### src/rtl/fp16_mul_sched.sv
// Round-robin scheduler that time-shares one external combinational FP16 multiplier
// between two requesters and returns id-tagged products on a single response channel.
module fp16_mul_sched #(
    parameter int unsigned MUL_LAT = 2
) (
    input  logic        clk,
    input  logic        rst,
    input  logic        req0_valid,
    output logic        req0_ready,
    input  logic [15:0] req0_a,
    input  logic [15:0] req0_b,
    input  logic        req1_valid,
    output logic        req1_ready,
    input  logic [15:0] req1_a,
    input  logic [15:0] req1_b,
    output logic [15:0] mul_a,
    output logic [15:0] mul_b,
    input  logic [15:0] mul_y,
    output logic        rsp_valid,
    input  logic        rsp_ready,
    output logic [15:0] rsp_y,
    output logic        rsp_id,
    output logic        busy
);

    typedef enum logic [1:0] {
        IDLE,
        WAIT,
        DONE
    } state_t;

    state_t      state_q, state_d;
    logic [15:0] mul_a_q, mul_a_d;
    logic [15:0] mul_b_q, mul_b_d;
    logic [15:0] rsp_y_q, rsp_y_d;
    logic        rsp_valid_q, rsp_valid_d;
    logic        rsp_id_q, rsp_id_d;
    logic        last_grant_q, last_grant_d;
    logic [3:0]  cnt_q, cnt_d;

    logic        grant;
    logic        accept;

    // Tie goes to whichever requester was not served last.
    always_comb begin
        grant = 1'b0;
        if (req0_valid && req1_valid) begin
            grant = ~last_grant_q;
        end else if (req1_valid) begin
            grant = 1'b1;
        end
    end

    assign req0_ready = (state_q == IDLE) && !grant && req0_valid;
    assign req1_ready = (state_q == IDLE) &&  grant && req1_valid;
    assign accept     = req0_ready || req1_ready;

    always_ff @(posedge clk or posedge rst) begin
        if (rst) begin
            state_q      <= IDLE;
            mul_a_q      <= '0;
            mul_b_q      <= '0;
            rsp_y_q      <= '0;
            rsp_valid_q  <= 1'b0;
            rsp_id_q     <= 1'b0;
            last_grant_q <= 1'b1;
            cnt_q        <= '0;
        end else begin
            state_q      <= state_d;
            mul_a_q      <= mul_a_d;
            mul_b_q      <= mul_b_d;
            rsp_y_q      <= rsp_y_d;
            rsp_valid_q  <= rsp_valid_d;
            rsp_id_q     <= rsp_id_d;
            last_grant_q <= last_grant_d;
            cnt_q        <= cnt_d;
        end
    end

    always_comb begin
        state_d = state_q;
        unique case (state_q)
            IDLE: if (accept) state_d = WAIT;
            WAIT: if (cnt_q == 4'd1) state_d = DONE;
            DONE: if (rsp_valid_q && rsp_ready) state_d = IDLE;
            default: state_d = IDLE;
        endcase
    end

    always_comb begin
        mul_a_d      = mul_a_q;
        mul_b_d      = mul_b_q;
        rsp_y_d      = rsp_y_q;
        rsp_valid_d  = rsp_valid_q;
        rsp_id_d     = rsp_id_q;
        last_grant_d = last_grant_q;
        cnt_d        = cnt_q;
        unique case (state_q)
            IDLE: begin
                if (accept) begin
                    mul_a_d      = grant ? req1_a : req0_a;
                    mul_b_d      = grant ? req1_b : req0_b;
                    rsp_id_d     = grant;
                    last_grant_d = grant;
                    cnt_d        = 4'(MUL_LAT);
                end
            end
            WAIT: begin
                cnt_d = cnt_q - 4'd1;
                if (cnt_q == 4'd1) begin
                    rsp_y_d     = mul_y;
                    rsp_valid_d = 1'b1;
                end
            end
            DONE: begin
                if (rsp_valid_q && rsp_ready) rsp_valid_d = 1'b0;
            end
            default: ;
        endcase
    end

    assign mul_a     = mul_a_q;
    assign mul_b     = mul_b_q;
    assign rsp_y     = rsp_y_q;
    assign rsp_valid = rsp_valid_q;
    assign rsp_id    = rsp_id_q;
    assign busy      = (state_q != IDLE);

endmodule

### config.mk
export PLATFORM = sky130hd
export DESIGN_NAME = fp16_mul_sched
export DESIGN_NICKNAME = d
export VERILOG_FILES = /design/src/rtl/fp16_mul_sched.sv
export SDC_FILE = /design/constraint.sdc
export NUM_CORES = 1
export LEC_CHECK = 0
export ABC_CLOCK_PERIOD_IN_PS = 3300
export CAP_MARGIN = 15
export CORE_MARGIN = 1
export CORE_UTILIZATION = 44
export DETAILED_ROUTE_END_ITERATION = 10
export PLACE_DENSITY = 0.86
export SETUP_SLACK_MARGIN = 0.1
export SYNTH_ARGS = -nofsm -noshare
export SYNTH_HDL_FRONTEND = slang
export SYNTH_SLANG_ARGS = --single-unit
export TNS_END_PERCENT = 1
### constraint.sdc
create_clock -name clk -period 3.3 [get_ports clk]
set_input_delay 0.66 -clock clk [delete_from_list [all_inputs] [get_ports clk]]
set_output_delay 0.66 -clock clk [all_outputs]
set_load 0.005 [all_outputs]
==> results of run 1 <==
==> cell type report <==
class	instances	area [um2]
multi-input cells	116	1340
flip-flops and latches	57	1430
well taps	77	96.3
clock inverters	5	77.6
inverters	4	15.0
fillers	460	1800
clock buffers	11	151
repair buffers	141	1410
==> through the flow <==
| stage | hold slack [ns] | cells | util |
|---|---|---|---|
| detailed placement | 0.466 | 395 | 0.679 |
| global route | 0.519 | 411 | 0.715 |
| finish | 0.481 | 411 | 0.715 |
| global placement | 0.468 | 395 | 0.679 |
| CTS | 0.483 | 411 | 0.715 |
| floorplan | 0.463 | 186 | - |
==> sequential cells by signal (all words and copies together), names as in the netlist <==
| register | flops |
|---|---|
| mul_b | 16 |
| state_q | 2 |
| mul_a | 16 |
| cnt_q | 4 |
| rsp_y | 16 |
| rsp_valid | 1 |
| last_grant_q | 1 |
| rsp_id | 1 |
==> synth_stat cells <==
cell and instances:
buf_2 2, nand2_2 1, a21o_1 1, dfrtp_1 56
nor2_1 3, nor3b_1 1, nor3_1 2, dfstp_2 1
and2b_1 1, mux2_4 56, nand3b_1 3, nand2_1 8
or3b_2 1, xnor2_1 1, o21ai_0 5, buf_8 1
a22oi_1 1, buf_6 1, o22ai_1 1, buf_12 2
inv_1 4, nand2b_1 1, o21a_1 1, xor2_1 1
nor2b_1 1, mux2_2 24, a21bo_1 1, buf_4 3
ha_1 2
==> per-layer routing <==
layer  GRT usage  vias to the layer above  wire length [um]
met5           0                        -                 0
met4      0.0705                        0                77
met3      0.0586                       10               335
met2       0.333                       75              3400
met1       0.234                      961              2450
li1            -                      944                 -
==> final timing paths <==
path / startpoint / end / cells past startpoint
worst max-delay path: req0_valid / req0_ready / 4
worst min-delay path: rsp_id / rsp_id / 1
worst max register to register: state_q[1] / mul_b[10] / 4
worst min register to register: rsp_id / rsp_id / 1
max in group asynchronous: rst / last_grant_q / 3
min in group asynchronous: rst / rsp_y[2] / 2
==> worst register-to-register path, cell delays in order, from the launching register on <==
cell and delay, ns:
dfrtp_1 0.46, nor2_1 0.23, o21a_2 0.51, buf_12 0.27, mux2_2 0.36
==> logic make-up (layout without fill, tap and decap cells) <==
kind of cell / count (synthesis) / in the layout / share of synthesized area
flops: 57 / 57 / 0.497
xor+xnor: 2 / 2 / 0.00609
mux: 80 / 80 / 0.386
simple gates: 22 / 22 / 0.0405
fa+ha+maj: 2 / 2 / 0.00870
compound gates: 10 / 10 / 0.0222
buf+inv: 13 / 161 / 0.0396
==> report_power, final <==
part	internal (uW)	leakage [uW]	switching (uW)
clock	464	0.000115	275
sequential	1070	0.000668	218
combinational	1270	0.00122	551
==> impl_metrics.toml, run 1 <==
[route]
ant_nets = 0
wire_per_inst_um = 15.2
drtIter0Drc = 54
viasPerCell = 4.84
wl_um = 6260
drc_errors = 0
via_count = 1990
drt-pass1-iter-count = 4

[clock_network]
path_clk_slew_ns = 0.07
cts_inserted_buffers = 9
cts_sinks = 57
cts_tree = "built"
cts-resized-gates = 0
root_buffer = "clkbuf_8"
ctsHtreeMaxLevel = 3
holdBufCountCts = 0
cts_setup_buffers = 0
clockBufferDepth = 2
clock_latency_ns = 0.32

[worst_setup_path]
startpoint_type = "input pin"
cp_slowest_cell = "clkdlybuf4s50_1"
cp_cell_sequence = "clkdlybuf4s50_1, or3b_2, nor2b_1, clkdlybuf4s50_1"
cp_num_buf_inv = 2
rrSetupSlack_ns = 1.35
slowest_delay_ns = 0.52
cp.arrival_ns = 2.31
criticalPathCategory = "input pin to output pin"
critPathCaptureType = "output pin"
cp_max_fo = 4
worst_path_most_repeated_cell = "clkdlybuf4s50_1"
required_ns = 2.64
crit_family = "buffers and inverters"

[placed_design]
gp_congestion = 0.749
port-buffer-count = 137
placed_area_um2 = 4290
pre_cts_slack_ns = 0.329
hpwl_um = 4790

[floorplan]
floorplan.initialDensity = 0.455
die-area_um2 = 6860
io_pins = 138
die_x_um = 82.8
coreArea_um2 = 6310
die_y_um = 82.8
fp-row-count = 29

[outcome]
status = "finished clean"

[sta]
tns_ns = 0
timing.final.crit_share = 0.899
drv_slew = 0
skew_ns = 0.0102
worst_slew_margin_rel = 0.651
setup_viol = 0
rsz0062_at_grt = "false"
finalCriticalPeriod_ns = 2.97
fmax_mhz = 337
tightest_slew_ns = 0.523
hold_viol_final = 0
fin_ws_ns = 0.334

[final_layout]
nets = 416
mostFrequentLayoutCell = "clkdlybuf4s50_1"
syn2layout_area_growth_pct = 57.1
antenna_cells = 0
layout-drive-gt1-share = 0.317
final_cell_mix = "clkdlybuf4s50_1 (137), mux2_4 (56), dfrtp_1 (56)"
fin_area_um2 = 4520

[logic_synthesis]
synth.avg_cell_area_um2 = 15.5
synthTopCellsByArea = "dfrtp_1 (49%), mux2_4 (29%), mux2_2 (9.4%)"
synth_cell_types = 29
synth_top_area_frac = 0.487
synth_seq_cells = 57
syn-num-nets = 273
yosysTopAreaCell = "dfrtp_1"
seq_area_frac_synth = 0.497
yosys_warnings = 0
netlist_area_um2 = 2880
syn_inst = 186

[power_and_ir_drop]
leakagePower_uw = 0.00200
total_power_uw = 3840
ir_drop_uv = 459
power.density_nw_per_um2 = 851

[grt]
grtUsageTotal = 0.195
antenna_found_initial = 0
grt-ovfl-total = 0
grt_max_degree = 43
grt_pass1_wl_um = 10500
grt_pass1_vias = 2166

[job]
maxCapViolations = 0

[hold_path]
hold_path.class = "register to register"
Power figures use the tool's default switching activity.
==> run 2: changes to the inputs <==
Settings changed: ABC_CLOCK_PERIOD_IN_PS 3300 to 3500.
Clock period 3.3 ns to 3.5 ns, I/O delays scaled along.
==> run 2 against run 1 <==
Against the previous run: final area shrank 0.25%; sequential power shrank 5%; critical path depth is the same; hold slack lost 0.0015 ns; global-route usage shrank 0.47 points; highest routed layer unchanged; sequential cell count is the same; first-iteration DRC count shrank 1.9%; routed wire length shrank 0.59%; die area is the same; register-to-register slack gained 0.12 ns; count of clock-buffer cells in the layout grew 1; largest cell class unchanged.
==> impl_metrics.toml, run 2 (same netlist as run 1, synthesis figures left out) <==
[floorplan]
die_y_um = 82.8
floorplan.initialDensity = 0.455
die_x_um = 82.8
fp-row-count = 29
die-area_um2 = 6860
io_pins = 138
coreArea_um2 = 6310

[grt]
grt-ovfl-total = 0
grtUsageTotal = 0.191
grt_max_degree = 33
grt_pass1_vias = 2125
grt_pass1_wl_um = 10400
antenna_found_initial = 0

[route]
drt-pass1-iter-count = 4
via_count = 1997
wl_um = 6220
ant_nets = 0
drtIter0Drc = 53
viasPerCell = 4.86
drc_errors = 0
wire_per_inst_um = 15.1

[clock_network]
cts_setup_buffers = 0
ctsHtreeMaxLevel = 3
root_buffer = "clkbuf_8"
cts-resized-gates = 0
cts_sinks = 57
path_clk_slew_ns = 0.06
clockBufferDepth = 2
clock_latency_ns = 0.33
cts_tree = "built"
holdBufCountCts = 0
cts_inserted_buffers = 9

[final_layout]
final_cells = 411
antenna_cells = 0
layout-drive-gt1-share = 0.311
mostFrequentLayoutCell = "clkdlybuf4s50_1"
final-seq-area_um2 = 1430
nFillCells = 464
finish.utilization = 0.714
nets = 417
syn2layout_area_growth_pct = 56.7
multi_input_area_um2 = 1340
final_cell_mix = "clkdlybuf4s50_1 (137), mux2_4 (56), dfrtp_1 (56)"

[placed_design]
dp_cells = 396
port-buffer-count = 137
hpwl_um = 4660
gp_congestion = 0.756

[sta]
fmax_mhz = 330
rsz0062_at_grt = "false"
skew_ns = 0.00700
hold_viol_final = 0
setup_viol = 0
drv_slew = 0
finalCriticalPeriod_ns = 3.03
timing.final.crit_share = 0.866
tns_ns = 0
tightest_slew_ns = 0.610
worst_slew_margin_rel = 0.593

[outcome]
status = "finished clean"

[worst_setup_path]
cp_max_fo = 4
required_ns = 2.80
startpoint_type = "input pin"
critPathCaptureType = "output pin"
cp.arrival_ns = 2.33
criticalPathCategory = "input pin to output pin"

[power_and_ir_drop]
ir_drop_uv = 507
power.density_nw_per_um2 = 796
leakagePower_uw = 0.00200

[hold_path]
hold_path.class = "register to register"

[job]
maxCapViolations = 0
[run 2: cell count changes in the layout (fill, tap and decap cells not counted)]
cell,change
clkbuf_1,+2
buf_4,+1
clkbuf_8,-1
clkinv_2,-1
clkinvlp_4,-1
[run 2: area by class of cell]
class,instances,area share
sequential,57,0.317
tap,77,0.0214
inverter,4,0.00333
clock buffer,12,0.0322
clock inverter,3,0.0144
timing repair buffer,142,0.315
multi-input combinational,116,0.296
[run 2: worst paths after layout]
check | startpoint | end | slack (ns) | cells after the start
max in group asynchronous | rst | last_grant_q | 2.37 | 3
setup / recovery | req0_valid | req0_ready | 0.47 | 4
min in group asynchronous | rst | mul_b[10] | 0.76 | 3
setup reg to reg | state_q[1] | mul_b[8] | 1.47 | 4
hold / removal | rsp_id | rsp_id | 0.48 | 1
hold reg to reg | rsp_id | rsp_id | 0.48 | 1
[run 2: critical path, stage by stage]
cell	delay, ns
clkdlybuf4s50_1	0.52
or3b_2	0.49
nor2b_1	0.12
clkdlybuf4s50_1	0.50
[run 2: report_power, final]
part	leakage (uW)	internal, uW	switching, uW
Combinational	0.00122	1200	524
Sequential	0.000668	1010	203
Clock	0.000106	416	243
[run 2: routing by layer]
metal | global-route usage | share of wire | up-vias | wire length (um)
met1 | 0.242 | 0.42 | 977 | 2600
met3 | 0.0417 | 0.048 | 7 | 297
met2 | 0.320 | 0.52 | 75 | 3260
li1 | - | - | 938 | -
met5 | 0 | 0 | - | 0
met4 | 0.0705 | 0.011 | 0 | 69
[run 2: per-stage QoR]
stage                     setup WS [ns]  hold slack [ns]  area [um2]  power [uW]
after global placement            0.497            0.471        4300        2890
final                             0.468            0.479        4510        3590
after CTS                         0.462            0.484        4510        3630
after global routing              0.392            0.509        4510        3800
after detailed placement          0.464            0.471        4300        2950
after floorplan                    1.40            0.463        2880        2100
